$ cat src/rtl/adc081s101_emu.sv
// ADC081S101 serial ADC emulator: drives miso for a cs/sclk receiver
// from a holding register, a fixed value, a ramp or a 0x55/0xAA pattern.
//
// Ports:
//   clk, reset        system clock, asynchronous active-high reset
//   cs, sclk          link inputs from the receiver (asynchronous to clk)
//   miso, miso_oe     serial data out and its tri-state enable
//   mode              0 stream, 1 fixed, 2 ramp, 3 alternating
//   fixed_val         sample used in fixed mode
//   sample_in/valid   stream sample write port, sample_ready = holding empty
//   busy              frame in progress (cs seen low)
//   frame_done/abort  1-cycle pulses on complete / truncated frame
//   underrun(_cnt)    stream frame started with no fresh sample, saturating count
module adc081s101_emu #(
    parameter int DATA_WIDTH  = 8,
    parameter int LEAD_ZEROS  = 3,
    parameter int FRAME_BITS  = 16,
    parameter int SYNC_STAGES = 2
) (
    input  logic                  clk,
    input  logic                  reset,
    input  logic                  cs,
    input  logic                  sclk,
    output logic                  miso,
    output logic                  miso_oe,
    input  logic [1:0]            mode,
    input  logic [DATA_WIDTH-1:0] fixed_val,
    input  logic [DATA_WIDTH-1:0] sample_in,
    input  logic                  sample_valid,
    output logic                  sample_ready,
    output logic                  busy,
    output logic                  frame_done,
    output logic                  frame_abort,
    output logic                  underrun,
    output logic [7:0]            underrun_cnt
);

    localparam int IDX_W = $clog2(FRAME_BITS);
    localparam logic [IDX_W-1:0] DATA_LO  = IDX_W'(LEAD_ZEROS);
    localparam logic [IDX_W-1:0] DATA_HI  = IDX_W'(LEAD_ZEROS + DATA_WIDTH);
    localparam logic [IDX_W-1:0] LAST_IDX = IDX_W'(FRAME_BITS - 1);
    localparam logic [DATA_WIDTH-1:0] ALT_INIT = {(DATA_WIDTH/2){2'b01}};

    typedef enum logic [1:0] {
        IDLE,
        SHIFT,
        DONE
    } state_t;

    state_t state, state_nx;

    // Synchronizers reset to the idle-high level of both lines so that
    // leaving reset never fakes an edge.
    logic [SYNC_STAGES-1:0] cs_sync, sclk_sync;
    logic cs_d, sclk_d;
    logic cs_s, sclk_s;
    logic cs_fall, cs_rise, sclk_fall;

    logic [DATA_WIDTH-1:0] shreg, hold, last, ramp, alt, src;
    logic [IDX_W-1:0]      idx;
    logic [1:0]            mode_q;
    logic                  hold_full;
    logic                  load, adv, finish, abort;
    logic                  take, under, wr;

    always_ff @(posedge clk or posedge reset) begin
        if (reset) begin
            cs_sync   <= '1;
            sclk_sync <= '1;
            cs_d      <= 1'b1;
            sclk_d    <= 1'b1;
        end else begin
            cs_sync   <= {cs_sync[SYNC_STAGES-2:0], cs};
            sclk_sync <= {sclk_sync[SYNC_STAGES-2:0], sclk};
            cs_d      <= cs_s;
            sclk_d    <= sclk_s;
        end
    end

    assign cs_s      = cs_sync[SYNC_STAGES-1];
    assign sclk_s    = sclk_sync[SYNC_STAGES-1];
    assign cs_fall   = cs_d & ~cs_s;
    assign cs_rise   = ~cs_d & cs_s;
    assign sclk_fall = sclk_d & ~sclk_s;

    always_ff @(posedge clk or posedge reset) begin
        if (reset) state <= IDLE;
        else       state <= state_nx;
    end

    // An sclk edge coinciding with the cs fall is ignored simply
    // because IDLE does not look at sclk.
    always_comb begin
        state_nx = state;
        load     = 1'b0;
        adv      = 1'b0;
        finish   = 1'b0;
        abort    = 1'b0;
        case (state)
            IDLE: begin
                if (cs_fall) begin
                    load     = 1'b1;
                    state_nx = SHIFT;
                end
            end
            SHIFT: begin
                if (cs_rise) begin
                    abort    = 1'b1;
                    state_nx = IDLE;
                end else if (sclk_fall) begin
                    adv = 1'b1;
                    if (idx == LAST_IDX) begin
                        finish   = 1'b1;
                        state_nx = DONE;
                    end
                end
            end
            DONE: begin
                if (cs_rise) state_nx = IDLE;
            end
            default: state_nx = IDLE;
        endcase
    end

    always_comb begin
        take  = load && (mode == 2'd0) && hold_full;
        under = load && (mode == 2'd0) && !hold_full;
        case (mode)
            2'd0:    src = hold_full ? hold : last;
            2'd1:    src = fixed_val;
            2'd2:    src = ramp;
            default: src = alt;
        endcase
    end

    // A write can only land while the register is empty, so it never
    // collides with a consume; on an underrun start it simply refills.
    assign wr = sample_valid && !hold_full;

    always_ff @(posedge clk or posedge reset) begin
        if (reset) begin
            shreg        <= '0;
            hold         <= '0;
            hold_full    <= 1'b0;
            last         <= '0;
            ramp         <= '0;
            alt          <= ALT_INIT;
            idx          <= '0;
            mode_q       <= 2'd0;
            frame_done   <= 1'b0;
            frame_abort  <= 1'b0;
            underrun     <= 1'b0;
            underrun_cnt <= 8'd0;
        end else begin
            frame_done  <= finish;
            frame_abort <= abort;
            underrun    <= under;
            if (wr) begin
                hold      <= sample_in;
                hold_full <= 1'b1;
            end else if (take) begin
                hold_full <= 1'b0;
            end
            if (take) last <= hold;
            if (under && underrun_cnt != 8'hFF)
                underrun_cnt <= underrun_cnt + 8'd1;
            if (load) begin
                shreg  <= src;
                idx    <= '0;
                mode_q <= mode;
            end else if (adv) begin
                idx <= idx + 1'b1;
                if (idx >= DATA_LO && idx < DATA_HI)
                    shreg <= shreg << 1;
            end
            if (finish) begin
                if (mode_q == 2'd2) ramp <= ramp + 1'b1;
                if (mode_q == 2'd3) alt  <= ~alt;
            end
        end
    end

    assign busy         = (state != IDLE);
    assign miso_oe      = (state != IDLE);
    assign sample_ready = !hold_full;
    assign miso         = (state == SHIFT) && (idx >= DATA_LO) &&
                          (idx < DATA_HI) && shreg[DATA_WIDTH-1];

endmodule
$ cat config.mk
export PLATFORM = sky130hd
export DESIGN_NAME = adc081s101_emu
export DESIGN_NICKNAME = d
export VERILOG_FILES = /design/src/rtl/adc081s101_emu.sv
export SDC_FILE = /design/constraint.sdc
export NUM_CORES = 1
export LEC_CHECK = 0
export ABC_AREA = 1
export CORE_MARGIN = 10
export CORE_UTILIZATION = 60
export CTS_BUF_LIST = sky130_fd_sc_hd__clkbuf_16
export DETAILED_ROUTE_END_ITERATION = 8
export GPL_ROUTABILITY_DRIVEN = 0
export PLACE_DENSITY = 0.85
export SETUP_SLACK_MARGIN = 0.4
export SLEW_MARGIN = 20
export SYNTH_ARGS = -nofsm -noshare
export SYNTH_HDL_FRONTEND = slang
export SYNTH_SLANG_ARGS = --single-unit
$ cat constraint.sdc
create_clock -name clk -period 5.1 [get_ports clk]
set_input_delay 1.02 -clock clk [delete_from_list [all_inputs] [get_ports clk]]
set_output_delay 1.02 -clock clk [all_outputs]
set_load 0.01 [all_outputs]
==> results of run 1 <==
[worst max-delay path, stage by stage (launching register included)]
cell and delay (ps):
dfrtp_1 390, ha_1 240, o21ai_0 160, nand2_1 90, nor3b_1 180, clkdlybuf4s50_1 560
[layout make-up]
type / count / area [sq um]
clock buffer: 9 / 225.2
clock inverter: 7 / 27.53
fill: 387 / 1289
inverter: 39 / 146.4
multi-input combinational: 300 / 1420
sequential: 66 / 1664
tap: 70 / 87.58
timing repair buffer: 38 / 377.9
[registers in the layout (all words and copies together), names as in the netlist, 2 cells and up]
name / cells
state: 2
alt: 8
hold: 8
idx: 4
last: 8
sclk_sync: 2
mode_q: 2
cs_sync: 2
shreg: 8
underrun_cnt: 8
ramp: 8
[power by group]
group / total, uW / internal [uW] / switching [uW]
Sequential: 677 / 625 / 52.0
Combinational: 250 / 102 / 148
Clock: 526 / 317 / 209
Total: 1450 / 1040 / 409
[per-stage QoR]
stage,std cells,hold WS [ps],cell area [sq um],worst slack [ps]
after floorplan,415,345.2,3302,2442
final,529,353.9,3949,2122
after CTS,529,354.3,3949,2106
after global placement,513,348.0,3696,2390
after detailed placement,513,347.2,3696,2324
after global routing,529,356.5,3949,2045
[routing by layer]
layer	vias up	global-route usage, %	routed length (um)
li1	1358	-	-
met1	1256	19.69	3042
met2	57	29.00	3397
met3	14	5.276	401
met4	0	8.101	140
met5	-	0	0
[cell usage in the layout (no fill, tap or decap), drive strengths merged]
master	synthesis	final
a21oi	9	9
o31ai	3	3
clkbuf	1	9
clkinv	0	6
nor3b	1	1
dfstp	10	10
nor2	63	63
xnor2	5	5
nor3	4	4
nand3	7	7
nand2	163	163
inv	39	40
ha	3	3
o21ai	24	24
buf	9	1
nand4	2	2
xor2	15	15
o21a	1	1
dfrtp	56	56
clkdlybuf4s50	0	37
[synthesized netlist by cell type, types with 2 or more instances]
cell type  number
o21ai_1         7
nand2_1       157
nor2_4          2
nand2_4         4
buf_4           4
dfstp_2        10
nor2_2          2
buf_6           2
inv_2           5
inv_1          34
buf_2           3
nor3_1          3
xnor2_1         5
nand3_1         7
ha_1            3
o21ai_0        15
xor2_1         15
nand2_2         2
o21ai_2         2
o31ai_1         3
dfrtp_1        56
nor2_1         59
a21oi_1         9
[how the worst max path moves through the flow]
stage,startpoint,endpoint,slack [ps],cells after the start
floorplan,reset,alt[1],2440,1
global placement,mode[0],underrun_cnt[7],2390,8
detailed placement,mode[0],underrun_cnt[4],2320,8
CTS,idx[0],miso,2110,5
global route,idx[0],miso,2040,5
finish,idx[0],miso,2120,5
[cells by family after synthesis]
| kind of cell | synth area share (%) |
|---|---|
| XOR/XNOR | 5.305 |
| buffers and inverters | 6.593 |
| adder cells (fa/ha/maj) | 1.137 |
| flip-flops | 50.40 |
| AND/OR/NAND/NOR | 30.43 |
| AO/OA/AOI/OAI | 6.139 |
==> metrics.log, run 1 <==
INFO  metric run_status = complete, no violations
INFO  metric synthDominantAreaCellType = dfrtp_1
INFO  metric wire_length_of_the_first_global_routing_pass = approximately 12000 um
INFO  metric drt-pass1-iter-count = 4
INFO  metric start_point_of_the_worst_hold_path = cs_sync[0]
INFO  metric cts_tree = done
INFO  metric num_vias = 2685
INFO  metric synth_cells = 415
INFO  metric maxCapViolations = 0
INFO  metric chipHeight = approximately 94 um
INFO  metric setup-tns-final = 0 ps
INFO  metric post_route_cells_drive_above_1_share = 8.932%
INFO  metric first_global_vias = 2659
INFO  metric routed_via_density = 5.076
INFO  metric fp-row-count = 26
INFO  metric wl_per_cell = 13.20 um
INFO  metric reg2reg_setup_slack = 3170 ps
INFO  metric synthToLayoutAreaGrowth = 19.59%
INFO  metric insertion_delay = 330 ps
INFO  metric clkSlewWorstSetupHoldPaths = around 50 ps
INFO  metric slew_headroom = 46.80%
INFO  metric power.density = 368.0 nW/um^2
INFO  metric grt_max_degree = 67
INFO  metric antennaDiodeCount = 0
INFO  metric vdd_ir_drop_max = 243.2 uV
INFO  metric dominantRegCellSynth = dfrtp_1
INFO  metric global_route.overflow_total = 0
INFO  metric postLayoutCoreUtil = 75.39%
INFO  metric synth.top_cell.area_share = roughly 42%
INFO  metric clock.fmax = between 0.3 and 0.4 GHz
INFO  metric synth-edff-count = 0
INFO  metric ctsLongestPathBuffers = 2
INFO  metric cts-resized-gates = 0
INFO  metric port-buffer-count = 37
INFO  metric final_antenna_net_count = 0
INFO  metric floorplan.core_area = approximately 5200 sq um
INFO  metric drt_wl_total = about 7000 um
INFO  metric initial_core_utilization = between 60% and 70%
INFO  metric synth_cell_types = 29
INFO  metric worstReg2RegEnd = underrun_cnt[4]
INFO  metric dp_hpwl = 4893 um
INFO  metric timing.final.max_slew_violations = 0
INFO  metric asyncSetResetFlopFracSynth = 100.0%
INFO  metric drc = 0
INFO  metric report.final.hold_viol_count = 0
INFO  metric post_synth_main_area_contributors = dfrtp_1 (42%), nand2_1 (18%), dfstp_2 (8.0%)
INFO  metric tightestPinTransition = 798.1 ps
INFO  metric ctsHoldBuffers = 0
INFO  metric timing.hold.worst_endpoint = cs_sync[1]
INFO  metric reg2regPathDepth = 8
INFO  metric cts_root_buf = clkbuf_16
INFO  metric post-route-min-period = 2978 ps
INFO  metric postSynthRegisterBits = 66
INFO  metric capturing_element_type_of_the_critical_path = output port
INFO  metric cts_htree_levels = 3
INFO  metric category_of_the_worst_setup_path_launch_point = flip-flop
INFO  metric cts_setup_buffers = 0
INFO  metric antenna_violations_before_repair = 0
INFO  metric die_w = 94.19 um
INFO  metric cts_sink_cnt = 66
INFO  metric final.period_utilization = about three fifths
INFO  metric hp-class = flip-flop to flip-flop
INFO  metric mappedNetlistArea = 3302 sq um
INFO  metric top_level_ports = 38
INFO  metric timing.critical_path.required = around 4100 ps
INFO  metric rr_startpoint = cs_d
INFO  metric final-setup-viol-count = 0
INFO  metric fin_worst_skew = roughly 3.4 ps
INFO  metric numCtsBuffers = 9
INFO  metric initialDrtViolationCount = 154
INFO  metric worstPathMaxFanout = 4
INFO  metric postSynthAreaPerCell = 7.956 sq um
INFO  metric synth_warnings = 0
INFO  metric globalRouteTotalUtil = between 15 and 20%
INFO  metric hold_path_depth = 0
INFO  metric report.power.total = 1453 uW
INFO  metric synth_nets = 441
INFO  metric worst-setup-path-type = flip-flop to output port
INFO  metric power.leakage = 0.002092 uW
INFO  metric die_area = 8871 sq um
INFO  metric layout.nets = 480
INFO  metric part_of_the_yosys_area_used_for_sequential_elements = 50.40%
INFO  metric worstPathArrival = 1960 ps
INFO  metric rsz0062_at_grt = false
No activity file was read; power rests on OpenSTA's default activity.
==> run 2, diff against run 1 <==
--- a/config.mk
+++ b/config.mk
@@ -7,11 +7,11 @@
 export LEC_CHECK = 0
 export ABC_AREA = 1
 export CORE_MARGIN = 10
-export CORE_UTILIZATION = 60
+export CORE_UTILIZATION = 56
 export CTS_BUF_LIST = sky130_fd_sc_hd__clkbuf_16
 export DETAILED_ROUTE_END_ITERATION = 8
 export GPL_ROUTABILITY_DRIVEN = 0
-export PLACE_DENSITY = 0.85
+export PLACE_DENSITY = 0.8
 export SETUP_SLACK_MARGIN = 0.4
 export SLEW_MARGIN = 20
 export SYNTH_ARGS = -nofsm -noshare
==> constraint.sdc (replaced) <==
create_clock -name clk -period 3.1 [get_ports clk]
set_input_delay 0.62 -clock clk [delete_from_list [all_inputs] [get_ports clk]]
set_output_delay 0.62 -clock clk [all_outputs]
set_load 0.01 [all_outputs]
==> metrics.log, run 2 (synthesis results as in run 1) <==
INFO  metric filler_cell_count = 453
INFO  metric clkSlewWorstSetupHoldPaths = 50 ps
INFO  metric worstPathArrival = 1600 ps
INFO  metric maxCapViolations = 0
INFO  metric crit_chain = ha_1 -> o21ai_0 -> nand2_1 -> nor3b_1 -> dlymetal6s2s_1
INFO  metric port-buffer-count = 37
INFO  metric power.leakage = 0.002128 uW
INFO  metric die_area = 9367 sq um
INFO  metric crit_buf_inv = 1
INFO  metric drt-pass1-iter-count = 4
INFO  metric worstPathMaxFanout = 4
INFO  metric report.final.hold_viol_count = 0
INFO  metric rsz0062_at_grt = false
INFO  metric capturing_element_type_of_the_critical_path = output port
INFO  metric wl_per_cell = 12.87 um
INFO  metric clock.fmax = 0.4501 GHz
INFO  metric layout.nets = roughly 480
INFO  metric drc = 0
INFO  metric fp-row-count = 27
INFO  metric post-route-min-period = 2222 ps
INFO  metric global_route.overflow_total = 0
INFO  metric cts_tree = done
INFO  metric top_level_ports = 38
INFO  metric final_common_cell = nand2_1
INFO  metric post_route_cells_drive_above_1_share = 9.565%
INFO  metric antenna_violations_before_repair = 0
INFO  metric floorplan.core_area = ~5600 sq um
INFO  metric final_area = ~4000 sq um
INFO  metric timing.hold.worst_endpoint = sclk_sync[1]
INFO  metric final-instance-count-excl-fill = 532
INFO  metric timing.final.max_slew_violations = 0
INFO  metric start_point_of_the_worst_hold_path = sclk_sync[0]
INFO  metric reg2regPathDepth = 8
INFO  metric cts_htree_levels = 3
INFO  metric run_status = complete, no violations
INFO  metric cts-resized-gates = 0
INFO  metric rr_startpoint = cs_d
INFO  metric most-common-layout-cells = nand2_1 (157), nor2_1 (59), dfrtp_1 (56)
INFO  metric initial_core_utilization = 58.88%
INFO  metric dp_hpwl = 4860 um
INFO  metric num_vias = 2659
INFO  metric die_w = ~97 um
INFO  metric postLayoutCoreUtil = 70.95%
INFO  metric chipHeight = 96.79 um
INFO  metric slew_headroom = 60.42%
INFO  metric wire_length_of_the_first_global_routing_pass = 11920 um
INFO  metric category_of_the_worst_setup_path_launch_point = flip-flop
INFO  metric cts_root_buf = clkbuf_16
INFO  metric hp-class = flip-flop to flip-flop
INFO  metric final_antenna_net_count = 0
INFO  metric path_delay_family = flip-flops
INFO  metric insertion_delay = 330 ps
INFO  metric reg2reg_setup_slack = 1210 ps
INFO  metric drt_wl_total = between 6000 and 7000 um
INFO  metric fin_worst_skew = roughly 7.4 ps
INFO  metric power.density = 601.3 nW/um^2
INFO  metric hold_path_depth = 0
INFO  metric grt_max_degree = 40
INFO  metric cpPeakStageDelay = 390 ps
INFO  metric initialDrtViolationCount = 149
INFO  metric final.period_utilization = 71.67%
INFO  metric cp_slowest_cell = dfrtp_1
INFO  metric timing.critical_path.required = 2480 ps
INFO  metric antennaDiodeCount = 0
INFO  metric worst-setup-path-type = flip-flop to output port
INFO  metric vdd_ir_drop_max = 475.4 uV
INFO  metric final-setup-viol-count = 0
INFO  metric first_global_vias = between 2000 and 3000
INFO  metric cts_sink_cnt = 66
INFO  metric worstReg2RegEnd = underrun_cnt[5]
INFO  metric setup-tns-final = 0 ps
INFO  metric placed_area = 3719 sq um
INFO  metric ctsLongestPathBuffers = 2
INFO  metric numCtsBuffers = 9
INFO  metric routed_via_density = 4.998
INFO  metric ctsHoldBuffers = 0
INFO  metric globalRouteTotalUtil = 14.91%
INFO  metric cts_setup_buffers = 0
INFO  metric dpl.cell_count = 516
INFO  metric tightestPinTransition = 592.9 ps
INFO  metric synthToLayoutAreaGrowth = 20.50%
[run 2: worst max-delay path by stage]
stage / from / end / cells after the start
finish: idx[0] / miso / 5
global route: idx[0] / miso / 5
CTS: idx[0] / miso / 5
detailed placement: mode[0] / underrun_cnt[4] / 8
global placement: mode[0] / underrun_cnt[7] / 8
floorplan: reset / alt[1] / 1
[run 2: worst register-to-register path, stage by stage, from the launching register on]
cell and delay (ps):
dfstp_2 530, inv_1 70, nor2_4 170, nand2_4 220
nor3_4 200, nand2_1 270, inv_1 240, nand2_1 80
nand2_1 60
[run 2: stage by stage]
stage	total power (uW)	setup slack, ps	hold slack, ps
after floorplan	1409	841.7	345.2
after global placement	1517	803.0	347.3
after detailed placement	1537	719.8	349.8
after CTS	2408	460.2	357.0
after global routing	2532	721.5	357.7
final	2392	878.1	354.9
[run 2: layer usage]
layer | global-route usage (%) | share of wire [%] | vias to the layer above
li1 | - | - | 1351
met1 | 18.39 | 45 | 1243
met2 | 24.08 | 48 | 53
met3 | 3.974 | 5.1 | 12
met4 | 6.088 | 1.8 | 0
met5 | 0 | 0 | -
[run 2: power by group]
group	total, uW	switching [uW]	internal, uW
Combinational	418	247	171
Sequential	1110	83.0	1030
Clock	863	339	525
Total	2390	669	1720
[run 2: area by class of cell]
type | instances | area [sq um] | area share [%]
Clock inverter | 7 | 32.53 | 0.8176
Clock buffer | 9 | 225.2 | 5.660
Sequential cell | 66 | 1664 | 41.82
Multi-Input combinational cell | 300 | 1420 | 35.69
Tap cell | 72 | 90.09 | 2.264
Inverter | 39 | 146.4 | 3.679
Timing Repair Buffer | 39 | 400.4 | 10.06
==> run 3, diff against run 2 <==
==> constraint.sdc (replaced) <==
create_clock -name clk -period 2.3 [get_ports clk]
set_input_delay 0.46 -clock clk [delete_from_list [all_inputs] [get_ports clk]]
set_output_delay 0.46 -clock clk [all_outputs]
set_load 0.01 [all_outputs]
==> metrics.log, run 3 (synthesis results as in run 1) <==
INFO  metric netSwitchingFraction = 28.31%
INFO  metric initialDrtViolationCount = 122
INFO  metric timing.final.max_slew_violations = 0
INFO  metric run_status = complete, no violations
INFO  metric most-common-layout-cells = nand2_1 (157), nor2_1 (59), dfrtp_1 (56)
INFO  metric final.period_utilization = 83.51%
INFO  metric slew_headroom = between 60% and 70%
INFO  metric crit_chain = ha_2 -> o21ai_1 -> nand2_1 -> nor3b_2 -> buf_2
INFO  metric worst-setup-path-type = flip-flop to output port
INFO  metric insertion_delay = 330 ps
INFO  metric sequential_area = between 1500 and 2000 sq um
INFO  metric die_w = between 90 and 100 um
INFO  metric layout.nets = 491
INFO  metric pwr-share-seq = 45.6%
INFO  metric report.final.hold_viol_count = 0
INFO  metric setup-tns-final = 0 ps
INFO  metric cts_htree_levels = 3
INFO  metric cp_slowest_cell = dfrtp_1
INFO  metric wl_per_cell = 12.90 um
INFO  metric post-route-min-period = a little under 2000 ps
INFO  metric category_of_the_worst_setup_path_launch_point = flip-flop
INFO  metric die_area = 9367 sq um
INFO  metric initial_core_utilization = about 59%
INFO  metric final-setup-viol-count = 0
INFO  metric ctsLongestPathBuffers = 2
INFO  metric chipHeight = 96.79 um
INFO  metric path_delay_family = flip-flops
INFO  metric drt-pass1-iter-count = 4
INFO  metric crit_buf_inv = 1
INFO  metric intPower = 2359 uW
INFO  metric drc = 0
INFO  metric antenna_violations_before_repair = 0
INFO  metric globalRouteTotalUtil = 15.05%
INFO  metric tightestPinTransition = just under 500 ps
INFO  metric power.density = around 800 nW/um^2
INFO  metric global_route.overflow_total = 0
INFO  metric first_global_vias = about 2700
INFO  metric cts_sink_cnt = 66
INFO  metric cpPeakStageDelay = 400 ps
INFO  metric dpl.cell_count = 521
INFO  metric switching_power = 931.3 uW
INFO  metric power.leakage = 0.002158 uW
INFO  metric numCtsBuffers = 9
INFO  metric rsz0062_at_grt = true
INFO  metric floorplan.core_area = 5608 sq um
INFO  metric filler_cell_count = around 430
INFO  metric grt_max_degree = 27
INFO  metric clkSlewWorstSetupHoldPaths = 50 ps
INFO  metric vdd_ir_drop_max = 521.4 uV
INFO  metric fin_worst_skew = 3.559 ps
INFO  metric hp-class = flip-flop to flip-flop
INFO  metric fp-row-count = 27
INFO  metric ctsHoldBuffers = 0
INFO  metric port-buffer-count = 37
INFO  metric multiInputGateArea = approximately 1400 sq um
INFO  metric final-instance-count-excl-fill = 542
INFO  metric top_level_ports = 38
INFO  metric routed_via_density = around 5.0
INFO  metric dp_hpwl = 4951 um
INFO  metric capturing_element_type_of_the_critical_path = output port
INFO  metric cts_tree = done
INFO  metric clock.fmax = 0.5206 GHz
INFO  metric worstPathArrival = 1460 ps
INFO  metric final_common_cell = nand2_1
INFO  metric num_vias = 2710
INFO  metric maxCapViolations = 0
INFO  metric final_antenna_net_count = 0
INFO  metric antennaDiodeCount = 0
INFO  metric clock_power_share = around 36%
INFO  metric timing.critical_path.required = between 1500 and 2000 ps
INFO  metric wire_length_of_the_first_global_routing_pass = 11920 um
INFO  metric worstPathMaxFanout = 4
INFO  metric comb_power_share = 18.0%
INFO  metric post_route_cells_drive_above_1_share = 12.55%
INFO  metric cts_root_buf = clkbuf_16
INFO  metric reg2reg_setup_slack = 630 ps
INFO  metric synthToLayoutAreaGrowth = 23.27%
INFO  metric drt_wl_total = 6993 um
-- run 3: layout make-up --
cell class / instances / share of cell area [%]
inverters: 39 / 3.689
well taps: 72 / 2.213
clock inverters: 7 / 0.9222
multi-input cells: 300 / 35.20
flip-flops and latches: 66 / 40.89
clock buffers: 9 / 5.533
repair buffers: 49 / 11.56
-- run 3: metrics by stage --
stage / utilization [%] / cell area [sq um] / setup WS [ps] / hold slack (ps) / total power [uW]
after detailed placement: 67.05 / 3760 / 235.8 / 347.3 / 2078
after floorplan: - / 3306 / 690.5 / 345.2 / 1900
after global routing: 72.58 / 4070 / 246.1 / 359.0 / 3504
after global placement: 67.05 / 3760 / 251.4 / 346.3 / 2051
final: 72.58 / 4070 / 379.3 / 354.0 / 3290
after CTS: 71.91 / 4033 / 333.5 / 354.9 / 3290
-- run 3: repair_timing --
item	in CTS	in global routing
buffers inserted	1	4
pin swaps	1	3
gates resized for setup	6	3
setup endpoints to repair	3	3
-- run 3: path summary, 6_finish.rpt --
path | startpoint | cells past startpoint | to
max | idx[0] | 5 | miso
min | sclk_sync[0] | 0 | sclk_sync[1]
max reg2reg | underrun_cnt[0] | 8 | underrun_cnt[1]
min reg2reg | sclk_sync[0] | 0 | sclk_sync[1]
max in group asynchronous | reset | 3 | shreg[2]
min in group asynchronous | reset | 2 | underrun_cnt[6]
-- run 3: power groups by stage --
stage                     Combinational (uW)  Sequential [uW]  Clock, uW
final                                    593             1500       1200
after global routing                     689             1530       1290
after CTS                                578             1500       1220
after detailed placement                 566             1510          0
after global placement                   548             1500          0
after floorplan                          411             1490          0
-- run 3: per-layer routing --
metal | wire length [um] | part of all wire, % | GRT usage (%)
met2 | 3148 | 45 | 23.16
met4 | 220 | 3.1 | 7.779
met5 | 0 | 0 | 0
met1 | 3229 | 46 | 18.08
met3 | 395 | 5.6 | 5.323
